<file path="src/rtl/text_renderer.sv">
// text_renderer: character stream to 240x64 monochrome framebuffer renderer using a 5x7 font ROM
module text_renderer (
  input  logic        clk,
  input  logic        reset_n,
  input  logic        in_valid,
  input  logic [7:0]  in_data,
  output logic        in_ready,
  output logic [6:0]  font_char,
  output logic [2:0]  font_col,
  input  logic [7:0]  font_pixels,
  output logic        fb_we,
  output logic [10:0] fb_addr,
  output logic [7:0]  fb_data,
  input  logic        fb_ready,
  output logic [5:0]  cursor_col,
  output logic [2:0]  cursor_row
);
  typedef enum logic [2:0] {CLEAR_ALL, IDLE, FETCH, WRITE, CLEAR_ROW} state_t;
  state_t      state_q, state_d;
  logic        init_q, init_d;
  logic        gap_q, gap_d;
  logic [6:0]  char_q, char_d;
  logic [2:0]  c_q, c_d;
  logic [10:0] addr_q, addr_d;
  logic [5:0]  col_q, col_d;
  logic [2:0]  row_q, row_d;
  logic [10:0] row_base, base;
  logic        printable;
  assign row_base   = {8'd0, row_q} * 11'd240;
  assign base       = row_base + {5'd0, col_q} * 11'd6;
  assign printable  = in_data >= 8'h20 && in_data <= 8'h7E;
  assign in_ready   = state_q == IDLE && !init_q && !gap_q;
  assign fb_we      = state_q == WRITE || state_q == CLEAR_ALL || state_q == CLEAR_ROW;
  assign fb_addr    = addr_q;
  assign fb_data    = state_q == WRITE ? font_pixels : 8'h00;
  assign font_char  = char_q;
  assign font_col   = c_q;
  assign cursor_col = col_q;
  assign cursor_row = row_q;
  // state register; reset parks in IDLE with init pending so the first free edge starts the full clear
  always_ff @(posedge clk) begin
    if (!reset_n) begin
      state_q <= IDLE;
      init_q  <= 1'b1;
      gap_q   <= 1'b0;
      char_q  <= 7'h20;
      c_q     <= 3'd0;
      addr_q  <= 11'd0;
      col_q   <= 6'd0;
      row_q   <= 3'd0;
    end else begin
      state_q <= state_d;
      init_q  <= init_d;
      gap_q   <= gap_d;
      char_q  <= char_d;
      c_q     <= c_d;
      addr_q  <= addr_d;
      col_q   <= col_d;
      row_q   <= row_d;
    end
  end
  // next-state: byte decode in IDLE, glyph column loop, clears; the 3-bit row add wraps 7 -> 0 on its own
  always_comb begin
    state_d = state_q;
    init_d  = init_q;
    gap_d   = 1'b0;
    char_d  = char_q;
    c_d     = c_q;
    addr_d  = addr_q;
    col_d   = col_q;
    row_d   = row_q;
    case (state_q)
      IDLE: begin
        if (init_q) begin
          state_d = CLEAR_ALL;
          addr_d  = 11'd0;
          init_d  = 1'b0;
        end else if (in_valid && in_ready) begin
          gap_d = 1'b1;
          if (printable) begin
            char_d  = in_data[6:0];
            c_d     = 3'd0;
            addr_d  = base;
            state_d = FETCH;
          end else if (in_data == 8'h0A) begin
            col_d   = 6'd0;
            row_d   = row_q + 3'd1;
            addr_d  = row_q == 3'd7 ? 11'd0 : addr_q;
            state_d = row_q == 3'd7 ? CLEAR_ROW : IDLE;
          end else if (in_data == 8'h0D) begin
            col_d = 6'd0;
          end else if (in_data == 8'h08) begin
            col_d = col_q == 6'd0 ? 6'd0 : col_q - 6'd1;
          end else if (in_data == 8'h0C) begin
            col_d   = 6'd0;
            row_d   = 3'd0;
            addr_d  = 11'd0;
            state_d = CLEAR_ALL;
          end
        end
      end
      FETCH: state_d = WRITE;
      WRITE: begin
        if (fb_ready) begin
          if (c_q != 3'd5) begin
            c_d     = c_q + 3'd1;
            addr_d  = addr_q + 11'd1;
            state_d = FETCH;
          end else begin
            col_d   = col_q == 6'd39 ? 6'd0 : col_q + 6'd1;
            row_d   = col_q == 6'd39 ? row_q + 3'd1 : row_q;
            addr_d  = col_q == 6'd39 && row_q == 3'd7 ? 11'd0 : addr_q;
            state_d = col_q == 6'd39 && row_q == 3'd7 ? CLEAR_ROW : IDLE;
          end
        end
      end
      CLEAR_ALL: begin
        if (fb_ready) begin
          addr_d  = addr_q == 11'd1919 ? addr_q : addr_q + 11'd1;
          state_d = addr_q == 11'd1919 ? IDLE : CLEAR_ALL;
        end
      end
      CLEAR_ROW: begin
        if (fb_ready) begin
          addr_d  = addr_q == row_base + 11'd239 ? addr_q : addr_q + 11'd1;
          state_d = addr_q == row_base + 11'd239 ? IDLE : CLEAR_ROW;
        end
      end
      default: state_d = IDLE;
    endcase
  end
endmodule

</file>
<file path="config.mk">
export PLATFORM = sky130hd
export DESIGN_NAME = text_renderer
export DESIGN_NICKNAME = d
export VERILOG_FILES = /design/src/rtl/text_renderer.sv
export SDC_FILE = /design/constraint.sdc
export NUM_CORES = 1
export LEC_CHECK = 0
export ABC_AREA = 1
export CORE_MARGIN = 3
export CORE_UTILIZATION = 50
export DETAILED_ROUTE_END_ITERATION = 12
export MAX_ROUTING_LAYER = met4
export PLACE_DENSITY = 0.82
export SLEW_MARGIN = 20
export SYNTH_ARGS = -nofsm -noshare
export SYNTH_HDL_FRONTEND = slang
export SYNTH_SLANG_ARGS = --single-unit
</file>
<file path="constraint.sdc">
create_clock -name clk -period 7.8 [get_ports clk]
set_input_delay 0.78 -clock clk [delete_from_list [all_inputs] [get_ports clk]]
set_output_delay 0.78 -clock clk [all_outputs]
set_load 0.05 [all_outputs]
</file>
==> metrics.log, run 1 <==
INFO  metric worstMarginPinSlew = 0.964 ns
INFO  metric post_cts_hold_buffer_count = 0
INFO  metric synth_async_sr_flop_share = 0%
INFO  metric synth_ff_type = dfxtp_1
INFO  metric synthesis.nets = 579
INFO  metric synth_cells = 521
INFO  metric clk_pin_slew = 0.08 ns
INFO  metric timing.critical_path.cells = fa_1 > ha_1 > fa_1 > inv_1 > nand2_1 > nand2_1 > inv_1 > ha_1 > a21oi_1 > o211ai_1 > or2_2 > nand3_1 > nand2_1 > nor2_1 > nor2_1
INFO  metric worstSetupStartpointType = flip-flop
INFO  metric synth.largest_area_cell = dfxtp_1
INFO  metric worstHoldPathType = reg -> reg
INFO  metric grt_pass1_vias = 3248
INFO  metric grt_first_pass_wirelength = 14.4 mm
INFO  metric grt_util_all_layers = 23.9%
INFO  metric ys_types = 38
INFO  metric run_status = completed
INFO  metric die_width = 87.3 µm
INFO  metric max-clock-path-buffers = 2
INFO  metric worstSetupPathType = reg -> reg
INFO  metric fp.dieH = 87.3 µm
INFO  metric place_hpwl = 6.78 mm
INFO  metric io_pins = 60
INFO  metric fin_crit = 3.30 ns
INFO  metric synth_enable_flop_cells = 0
INFO  metric synth_seq_cells = 35
INFO  metric antenna_violating_nets_post_route = 0
INFO  metric routedWlPerCell = 13.1 µm
INFO  metric slowest_stage = dfxtp_1
INFO  metric placement.setup.worst_slack = 4.52 ns
INFO  metric cts-buffers-inserted = 5
INFO  metric power_density = 241 mW/mm²
INFO  metric drt-total-wl = 8.61 mm
INFO  metric post-place-cells = 652
INFO  metric critical_path_arrival = 3.49 ns
INFO  metric mapped_area = 0.00331 mm²
INFO  metric finalSetupTns = 0 ns
INFO  metric max-slew-margin-rel = 35.6%
INFO  metric htree_levels = 2
INFO  metric final_critical_path_setup_slack = 4.50 ns
INFO  metric end_kind = flip-flop
INFO  metric cap_violations = 0
INFO  metric syn-mean-instance-area = 6.35 µm²
INFO  metric tcrit_tclk_final = 42.3%
INFO  metric fp.dieArea = 0.00763 mm²
INFO  metric drt-vias-per-instance = 5.40
INFO  metric largest_cells_by_area_after_synthesis = dfxtp_1 (21%), nand2_1 (14%), ha_1 (12%)
INFO  metric worst_ep_required_time = 7.99 ns
INFO  metric finish.net_count = 640
INFO  metric cts.root.buffer_cell = clkbuf_8
INFO  metric setup_viol = 0
INFO  metric synth.yosys.seq_area_share = 21.2%
INFO  metric post-synth-top-count-cell = nand2_1
INFO  metric cts.sinks = 35
INFO  metric yosysTopAreaCellShare = 21.2%
INFO  metric power.leakage = 2.06 nW
INFO  metric cts_tree = built
INFO  metric fillCellCount = 588
INFO  metric post-layout-total-power = 976 µW
INFO  metric critPathMaxFanout = 9
INFO  metric insertedDiodeCount = 0
INFO  metric gp_routability_congestion = 0.955
INFO  metric dr_total_vias = 3563
INFO  metric timing.critical_path.mode_cell = nand2_1
INFO  metric yosysWarningCount = 0
INFO  metric io_buffer_count = 59
INFO  metric setup_repair_after_global_routing_missed_its_margin = false
INFO  metric clock-skew-final = 0.00736 ns
INFO  metric synth.cells.most_frequent = nand2_1 (124), nor2_1 (82), inv_1 (72), nand3_1 (48), dfxtp_1 (35)
INFO  metric area_delta_synth_final = 22.4%
INFO  metric vdd_ir_drop_max = 0.189 mV
INFO  metric largest_stage_delay_worst_path = 0.56 ns
INFO  metric slew_viol_final = 0
INFO  metric cts.repair.resized = 0
INFO  metric clk_latency = 0.29 ns
INFO  metric placementRows = 29
INFO  metric final-instance-count-excl-fill = 660
INFO  metric detailedRoute.firstPassIterationCount = 5
INFO  metric max_freq = 303 MHz
INFO  metric drt_first_iter_violations = 247
INFO  metric grt.overflow.total = 0
INFO  metric grt_start_max_net_pins = 25
INFO  metric timing_hold_violations_final = 0
INFO  metric floorplan.initialDensity = 51.8%
INFO  metric drive_above_1_share = 3.95%
INFO  metric number_of_antenna_violations_at_the_first_check_in_global_routing = 0
INFO  metric cts_setup_buffers = 0
INFO  metric post-route-drc-count = 0
INFO  metric core = 0.00639 mm²
## logic make-up (layout without fill, tap and decap cells)
kind of cell / Yosys count / in the layout / synth area share [%]
AO/OA/AOI/OAI: 61 / 61 / 10.1
XOR/XNOR: 20 / 20 / 5.30
adder cells (fa/ha/maj): 38 / 38 / 15.5
buffers and inverters: 80 / 142 / 9.50
flip-flops: 35 / 35 / 21.2
AND/OR/NAND/NOR: 287 / 287 / 38.4
## worst max-delay path: cells and delay by family, from the launching register on
family / cells / cell delay [ns]
adders and majority gates: 4 / 1.54
and+or+nand+nor: 7 / 0.71
DFF: 1 / 0.56
AOI/OAI and AO/OA: 2 / 0.28
buffers and inverters: 2 / 0.12
## final cells by class
cell class,count,area [µm²],area share (%)
Clock buffer,6,72.6,1.79
Clock inverter,2,12.5,0.309
Inverter,75,284,7.01
Multi-Input combinational cell,406,2290,56.6
Sequential cell,35,701,17.3
Tap cell,77,96.3,2.38
Timing Repair Buffer,59,591,14.6
## power by group
part	switching [mW]	internal (mW)
Combinational	0.381	0.189
Clock	0.0739	0.0625
Sequential	0.0545	0.215
## per-stage QoR
stage | utilization (%) | hold slack [ns] | instance area [µm²]
global placement | 62.1 | 0.441 | 3960
global route | 63.4 | 0.506 | 4050
floorplan | - | 0.515 | 3310
finish | 63.4 | 0.466 | 4050
CTS | 63.4 | 0.470 | 4050
detailed placement | 62.1 | 0.452 | 3960
## sequential cells by signal (all words and copies together) (netlist names)
name	cells
gap_q	1
init_q	1
state_q	3
cursor_row	3
font_char	7
fb_addr	11
font_col	3
cursor_col	6
## cell usage in the layout, fill, tap and decap left out, types with 3 or more instances in the layout
cell type	count
nor2_4	4
nand2_4	3
clkdlybuf4s50_1	59
nor3_1	6
ha_1	33
inv_1	72
nand3_1	48
a22oi_1	3
xnor2_1	7
nand2_1	124
nor2_1	82
o21ai_0	16
fa_1	5
xor2_1	13
clkbuf_8	5
a21oi_1	32
dfxtp_1	35
nand4_1	9
## per-layer routing
layer  GRT usage, %  wire, µm  part of all wire [%]  vias to the layer above
li1               -         -                     -                     1782
met1           30.2      3800                    44                     1589
met2           38.5      3960                    46                      168
met3           3.03       604                   7.0                       24
met4           9.34       248                   2.9                        0
met5              -         0                     0                        -
## worst paths after layout
kind,start,endpoint,slack [ns],cells after the start
min reg2reg,font_char[5],font_char[5],0.47,2
max reg2reg,cursor_row[0],fb_addr[9],4.50,15
max,cursor_row[0],fb_addr[9],4.50,15
min,font_char[5],font_char[5],0.47,2
Note: power is estimated with default switching activity, not from simulation.
==> inputs of run 2 (changes only) <==
clock period = 3.3 ns   (was 7.8 ns; I/O delays follow)
==> metrics.log, run 2 (same netlist as run 1, synthesis figures left out) <==
INFO  metric fp.dieArea = 0.00763 mm²
INFO  metric worstMarginPinSlew = 0.674 ns
INFO  metric grt_first_pass_wirelength = 14.5 mm
INFO  metric tcrit_tclk_final = 92.1%
INFO  metric critPathMaxFanout = 9
INFO  metric insertedDiodeCount = 0
INFO  metric clock-skew-final = 0.00502 ns
INFO  metric max-slew-margin-rel = 54.7%
INFO  metric grt_start_max_net_pins = 20
INFO  metric die_width = 87.3 µm
INFO  metric grt_pass1_vias = 3294
INFO  metric post-route-drc-count = 0
INFO  metric detailedRoute.firstPassIterationCount = 5
INFO  metric finalSetupTns = 0 ns
INFO  metric critical_path_arrival = 3.23 ns
INFO  metric core = 0.00639 mm²
INFO  metric grt.overflow.total = 0
INFO  metric worstSetupPathType = reg -> reg
INFO  metric setup_repair_after_global_routing_missed_its_margin = false
INFO  metric max_freq = 329 MHz
INFO  metric post-layout-total-power = 2.31 mW
INFO  metric timing.critical_path.mode_cell = nand2_1
INFO  metric clk_pin_slew = 0.08 ns
INFO  metric dr_total_vias = 3557
INFO  metric floorplan.initialDensity = 51.8%
INFO  metric timing_hold_violations_final = 0
INFO  metric placementRows = 29
INFO  metric place_hpwl = 6.89 mm
INFO  metric routedWlPerCell = 13.0 µm
INFO  metric drt-total-wl = 8.63 mm
INFO  metric area_delta_synth_final = 23.9%
INFO  metric slew_viol_final = 0
INFO  metric slowest_stage = fa_1
INFO  metric max-clock-path-buffers = 2
INFO  metric power.leakage = 2.08 nW
INFO  metric run_status = completed
INFO  metric fp.dieH = 87.3 µm
INFO  metric timing.critical_path.buf_inv = 2
INFO  metric antenna_violating_nets_post_route = 0
INFO  metric setup_viol = 0
INFO  metric cap_violations = 0
INFO  metric worstSetupStartpointType = flip-flop
INFO  metric fillCellCount = 594
INFO  metric timing.critical_path.cells = fa_2 > ha_1 > fa_1 > inv_1 > nand2_1 > nand2_1 > nand2_1 > nand2_1 > nand3_1 > nor2_1 > nand3_2 > nand2_4 > inv_4 > nor2_1 > nor2_1
INFO  metric cts.sinks = 35
INFO  metric fin_crit = 3.04 ns
INFO  metric io_pins = 60
INFO  metric cts_setup_buffers = 0
INFO  metric number_of_antenna_violations_at_the_first_check_in_global_routing = 0
INFO  metric mostFrequentLayoutCells = nand2_1 (124), nor2_1 (82), inv_1 (72), clkdlybuf4s50_1 (59), nand3_1 (47)
INFO  metric cts_tree = built
INFO  metric cts-buffers-inserted = 5
INFO  metric finish.net_count = 644
INFO  metric power_density = 563 mW/mm²
INFO  metric gp_routability_congestion = 0.902
INFO  metric drt-vias-per-instance = 5.36
INFO  metric clk_latency = 0.30 ns
INFO  metric io_buffer_count = 59
INFO  metric final_common_cell = nand2_1
INFO  metric drt_first_iter_violations = 295
INFO  metric worst_ep_required_time = 3.49 ns
INFO  metric htree_levels = 2
INFO  metric post_cts_hold_buffer_count = 0
INFO  metric worstHoldPathType = reg -> reg
INFO  metric cts.root.buffer_cell = clkbuf_8
INFO  metric critical-path-top-delay-family = adder cells
INFO  metric largest_reg_flops = 11
INFO  metric grt_util_all_layers = 24.1%
INFO  metric vdd_ir_drop_max = 0.416 mV
INFO  metric end_kind = flip-flop
INFO  metric largest_stage_delay_worst_path = 0.52 ns
INFO  metric drive_above_1_share = 5.62%
==> run 2: routing by layer <==
metal,GRT usage (%),vias up,share of wire [%]
li1,-,1796,-
met5,-,-,0
met1,30.0,1587,46
met2,38.9,148,46
met4,8.93,0,3.1
met3,4.07,26,5.5
==> run 2: repair_timing <==
item	4_1_cts	5_1_grt
gates resized for setup	0	5
endpoints found under the hold margin	0	0
setup endpoints to repair	0	11
==> run 2: area by class of cell <==
type / instances / area (µm²) / share of cell area [%]
Clock inverter: 2 / 12.5 / 0.305
Multi-Input combinational cell: 406 / 2300 / 56.2
Timing Repair Buffer: 63 / 621 / 15.1
Sequential cell: 35 / 709 / 17.3
Tap cell: 77 / 96.3 / 2.35
Inverter: 75 / 284 / 6.93
Clock buffer: 6 / 72.6 / 1.77
==> run 2: through the flow <==
stage	util, %	setup WS [ns]	hold WS [ns]	area, µm²	instances
2_1_floorplan	-	0.156	0.456	3310	521
3_3_place_gp	62.6	0.286	0.442	4000	656
3_5_place_dp	62.6	0.121	0.456	4000	656
4_1_cts	63.9	0.0989	0.475	4080	664
5_1_grt	64.2	0.0212	0.508	4100	664
6_report	64.2	0.261	0.466	4100	664
==> run 2: final timing paths <==
kind | from | end | slack (ns) | depth (start not counted)
worst min register to register | font_char[5] | font_char[5] | 0.47 | 2
worst min-delay path | font_char[5] | font_char[5] | 0.47 | 2
worst max register to register | cursor_row[1] | fb_addr[2] | 0.26 | 15
worst max-delay path | cursor_row[1] | fb_addr[2] | 0.26 | 15
==> run 2: worst min-delay path: cells and delay by family (launching register included) <==
kind,cells,cell delay [ns]
DFF,1,0.34
and+or+nand+nor,2,0.10
==> run 2: where the power goes <==
part	total [mW]	switching [mW]	internal, mW
combinational	1.35	0.906	0.449
sequential	0.639	0.132	0.507
clock	0.313	0.166	0.148
==> inputs of run 3 (changes only) <==
ABC_AREA = unset   (was 1)
CTS_CLUSTER_DIAMETER = 60   (was unset)
PLACE_DENSITY = 0.83   (was 0.82)
==> metrics.log, run 3 <==
INFO  metric mapped_area = 0.00300 mm²
INFO  metric max-slew-margin-rel = 29.4%
INFO  metric insertedDiodeCount = 0
INFO  metric cts.root.buffer_cell = clkbuf_8
INFO  metric ys_types = 50
INFO  metric fin_crit = 3.21 ns
INFO  metric worst_ep_required_time = 3.51 ns
INFO  metric setup_viol = 0
INFO  metric fillCellCount = 451
INFO  metric synth_enable_flop_cells = 0
INFO  metric run_status = completed
INFO  metric drt_first_iter_violations = 326
INFO  metric io_buffer_count = 59
INFO  metric placementRows = 27
INFO  metric synth-compound-area-share = 20.6%
INFO  metric end_kind = flip-flop
INFO  metric largest_stage_delay_worst_path = 0.52 ns
INFO  metric synthesis.nets = 449
INFO  metric antenna_violating_nets_post_route = 0
INFO  metric synth_ff_type = dfxtp_1
INFO  metric yosysWarningCount = 0
INFO  metric slowest_stage = fa_2
INFO  metric floorplan.initialDensity = 53.2%
INFO  metric synth_seq_cells = 35
INFO  metric clock-skew-final = 0.00538 ns
INFO  metric largest_reg_flops = 11
INFO  metric area_share_of_and_or_nand_nor_cells_after_synthesis = 24.6%
INFO  metric mostFrequentLayoutCells = clkdlybuf4s50_1 (59), a21oi_1 (46), nor2_1 (39), nand2_1 (34)
INFO  metric final_common_cell = clkdlybuf4s50_1
INFO  metric finish.net_count = 513
INFO  metric area_delta_synth_final = 29.5%
INFO  metric grt.overflow.total = 0
INFO  metric slew_viol_final = 0
INFO  metric post-route-drc-count = 0
INFO  metric power_density = 469 mW/mm²
INFO  metric max_freq = 312 MHz
INFO  metric dr_total_vias = 3168
INFO  metric clk_latency = 0.29 ns
INFO  metric htree_levels = 2
INFO  metric synth.cells.most_frequent = a21oi_1 (46), nor2_1 (40), dfxtp_1 (35), nand2_1 (34), ha_1 (33)
INFO  metric grt_start_max_net_pins = 31
INFO  metric clk_pin_slew = 0.08 ns
INFO  metric fp.dieArea = 0.00697 mm²
INFO  metric drive_above_1_share = 9.43%
INFO  metric gp_routability_congestion = 0.938
INFO  metric worstSetupStartpointType = flip-flop
INFO  metric yosysTopAreaCellShare = 23.3%
INFO  metric synth.largest_area_cell = dfxtp_1
INFO  metric synth.yosys.seq_area_share = 23.3%
INFO  metric core = 0.00564 mm²
INFO  metric timing_hold_violations_final = 0
INFO  metric critical_path_arrival = 3.42 ns
INFO  metric synth_async_sr_flop_share = 0%
INFO  metric worstHoldPathType = reg -> reg
INFO  metric grt_util_all_layers = 24.9%
INFO  metric grt_first_pass_wirelength = 14.1 mm
INFO  metric worstMarginPinSlew = 1.06 ns
INFO  metric timing.critical_path.buf_inv = 1
INFO  metric die_width = 83.5 µm
INFO  metric cap_violations = 0
INFO  metric place_area = 0.00370 mm²
INFO  metric synth_cells = 391
INFO  metric detailedRoute.firstPassIterationCount = 5
INFO  metric fp.dieH = 83.5 µm
INFO  metric vdd_ir_drop_max = 0.267 mV
INFO  metric place_hpwl = 6.41 mm
INFO  metric timing.critical_path.cells = fa_2 > ha_2 > fa_2 > xor2_2 > buf_4 > nor2_1 > nand3_1 > xnor2_2 > and4_4 > or4_1 > a21oi_1
INFO  metric syn-mean-instance-area = 7.68 µm²
INFO  metric hold_ws = 0.475 ns
INFO  metric drt-total-wl = 8.92 mm
INFO  metric grt_pass1_vias = 2993
INFO  metric synthMuxAreaShare = 0.708%
INFO  metric worstSetupPathType = reg -> reg
INFO  metric synth_xor_area_share = 9.04%
INFO  metric cts_tree = built
INFO  metric drt-vias-per-instance = 6.00
INFO  metric power.leakage = 1.55 nW
INFO  metric cts.sinks = 35
INFO  metric io_pins = 60
INFO  metric post_cts_hold_buffer_count = 0
INFO  metric timing.critical_path.mode_cell = fa_2
INFO  metric finish.utilization = 69.0%
INFO  metric post-synth-top-count-cell = a21oi_1
INFO  metric max-clock-path-buffers = 2
INFO  metric post_synth_fa_ha_maj_area_fraction = 17.1%
INFO  metric critical-path-top-delay-family = adder cells
INFO  metric largest_cells_by_area_after_synthesis = dfxtp_1 (23%), ha_1 (14%), a21oi_1 (7.7%)
INFO  metric dominant_combinational_cell_family_by_area_after_synthesis = simple AND/OR/NAND/NOR gates
INFO  metric cts-buffers-inserted = 5
INFO  metric routedWlPerCell = 16.9 µm
INFO  metric layout.cell_area.non_filler = 0.00389 mm²
INFO  metric number_of_antenna_violations_at_the_first_check_in_global_routing = 0
INFO  metric critPathMaxFanout = 9
INFO  metric tcrit_tclk_final = 97.3%
## run 3: changes by cell type after synthesis, sizes merged, moves of 4 or more
cell	previous run	this run
nand2	129	35
and3	0	13
a21oi	32	46
nand2b	0	5
nor2b	0	5
a2111oi	0	4
xnor2	7	17
nor3	6	16
nor2	86	40
a211oi	0	9
o22ai	2	9
inv	75	22
nand3	48	11
clkbuf	4	9
## run 3: final timing paths
| path | start | cells past startpoint | slack [ns] | end |
|---|---|---|---|---|
| max | cursor_row[0] | 11 | 0.09 | fb_addr[0] |
| min | font_char[3] | 2 | 0.48 | font_char[3] |
| max reg2reg | cursor_row[0] | 11 | 0.09 | fb_addr[0] |
| min reg2reg | font_char[3] | 2 | 0.48 | font_char[3] |
## run 3: worst reg2reg max path, delay by kind of cell (launching register included)
family / cells / cell delay [ns]
DFF: 1 / 0.40
and+or+nand+nor: 4 / 0.94
buffers and inverters: 1 / 0.15
AOI/OAI and AO/OA: 1 / 0.13
adders and majority gates: 3 / 1.14
xor gates and xnor gates: 2 / 0.39
## run 3: layer usage
layer | track usage, % | part of all wire [%] | wire (µm)
met1 | 30.0 | 41 | 3680
met2 | 41.3 | 47 | 4170
met3 | 5.63 | 9.5 | 843
met4 | 8.77 | 2.6 | 229
met5 | - | 0 | 0
## run 3: cell families after synthesis
| group | Yosys count |
|---|---|
| xor+xnor | 31 |
| buf+inv | 35 |
| mux | 2 |
| simple gates | 149 |
| fa+ha+maj | 38 |
| compound gates | 101 |
| flops | 35 |
## run 3: what timing repair did
action	in CTS	in global routing
pin swaps	1	5
setup buffers	0	3
setup endpoints to repair	8	11
gates resized for setup	3	11
## run 3: power breakdown
part / switching [mW] / total [mW] / internal, mW
Combinational: 0.539 / 0.854 / 0.315
Clock: 0.173 / 0.387 / 0.214
Sequential: 0.105 / 0.584 / 0.479
## run 3: through the flow
stage	cells	setup WS (ns)	TNS (ns)	power (mW)
6_report	528	0.0898	0	1.83
5_1_grt	528	-0.0262	-0.0546	1.91
4_1_cts	525	0.0169	0	1.80
3_5_place_dp	517	0.00498	0	1.42
3_3_place_gp	517	0.139	0	1.40
2_1_floorplan	391	0.00820	0	1.15
## run 3: final cells by class
class | instances | area, µm² | share of cell area [%]
Tap cell | 72 | 90.1 | 2.32
Clock buffer | 7 | 108 | 2.77
Sequential cell | 35 | 711 | 18.3
Clock inverter | 1 | 5.00 | 0.129
Multi-Input combinational cell | 321 | 2220 | 57.1
Timing Repair Buffer | 70 | 673 | 17.3
Inverter | 22 | 82.6 | 2.12
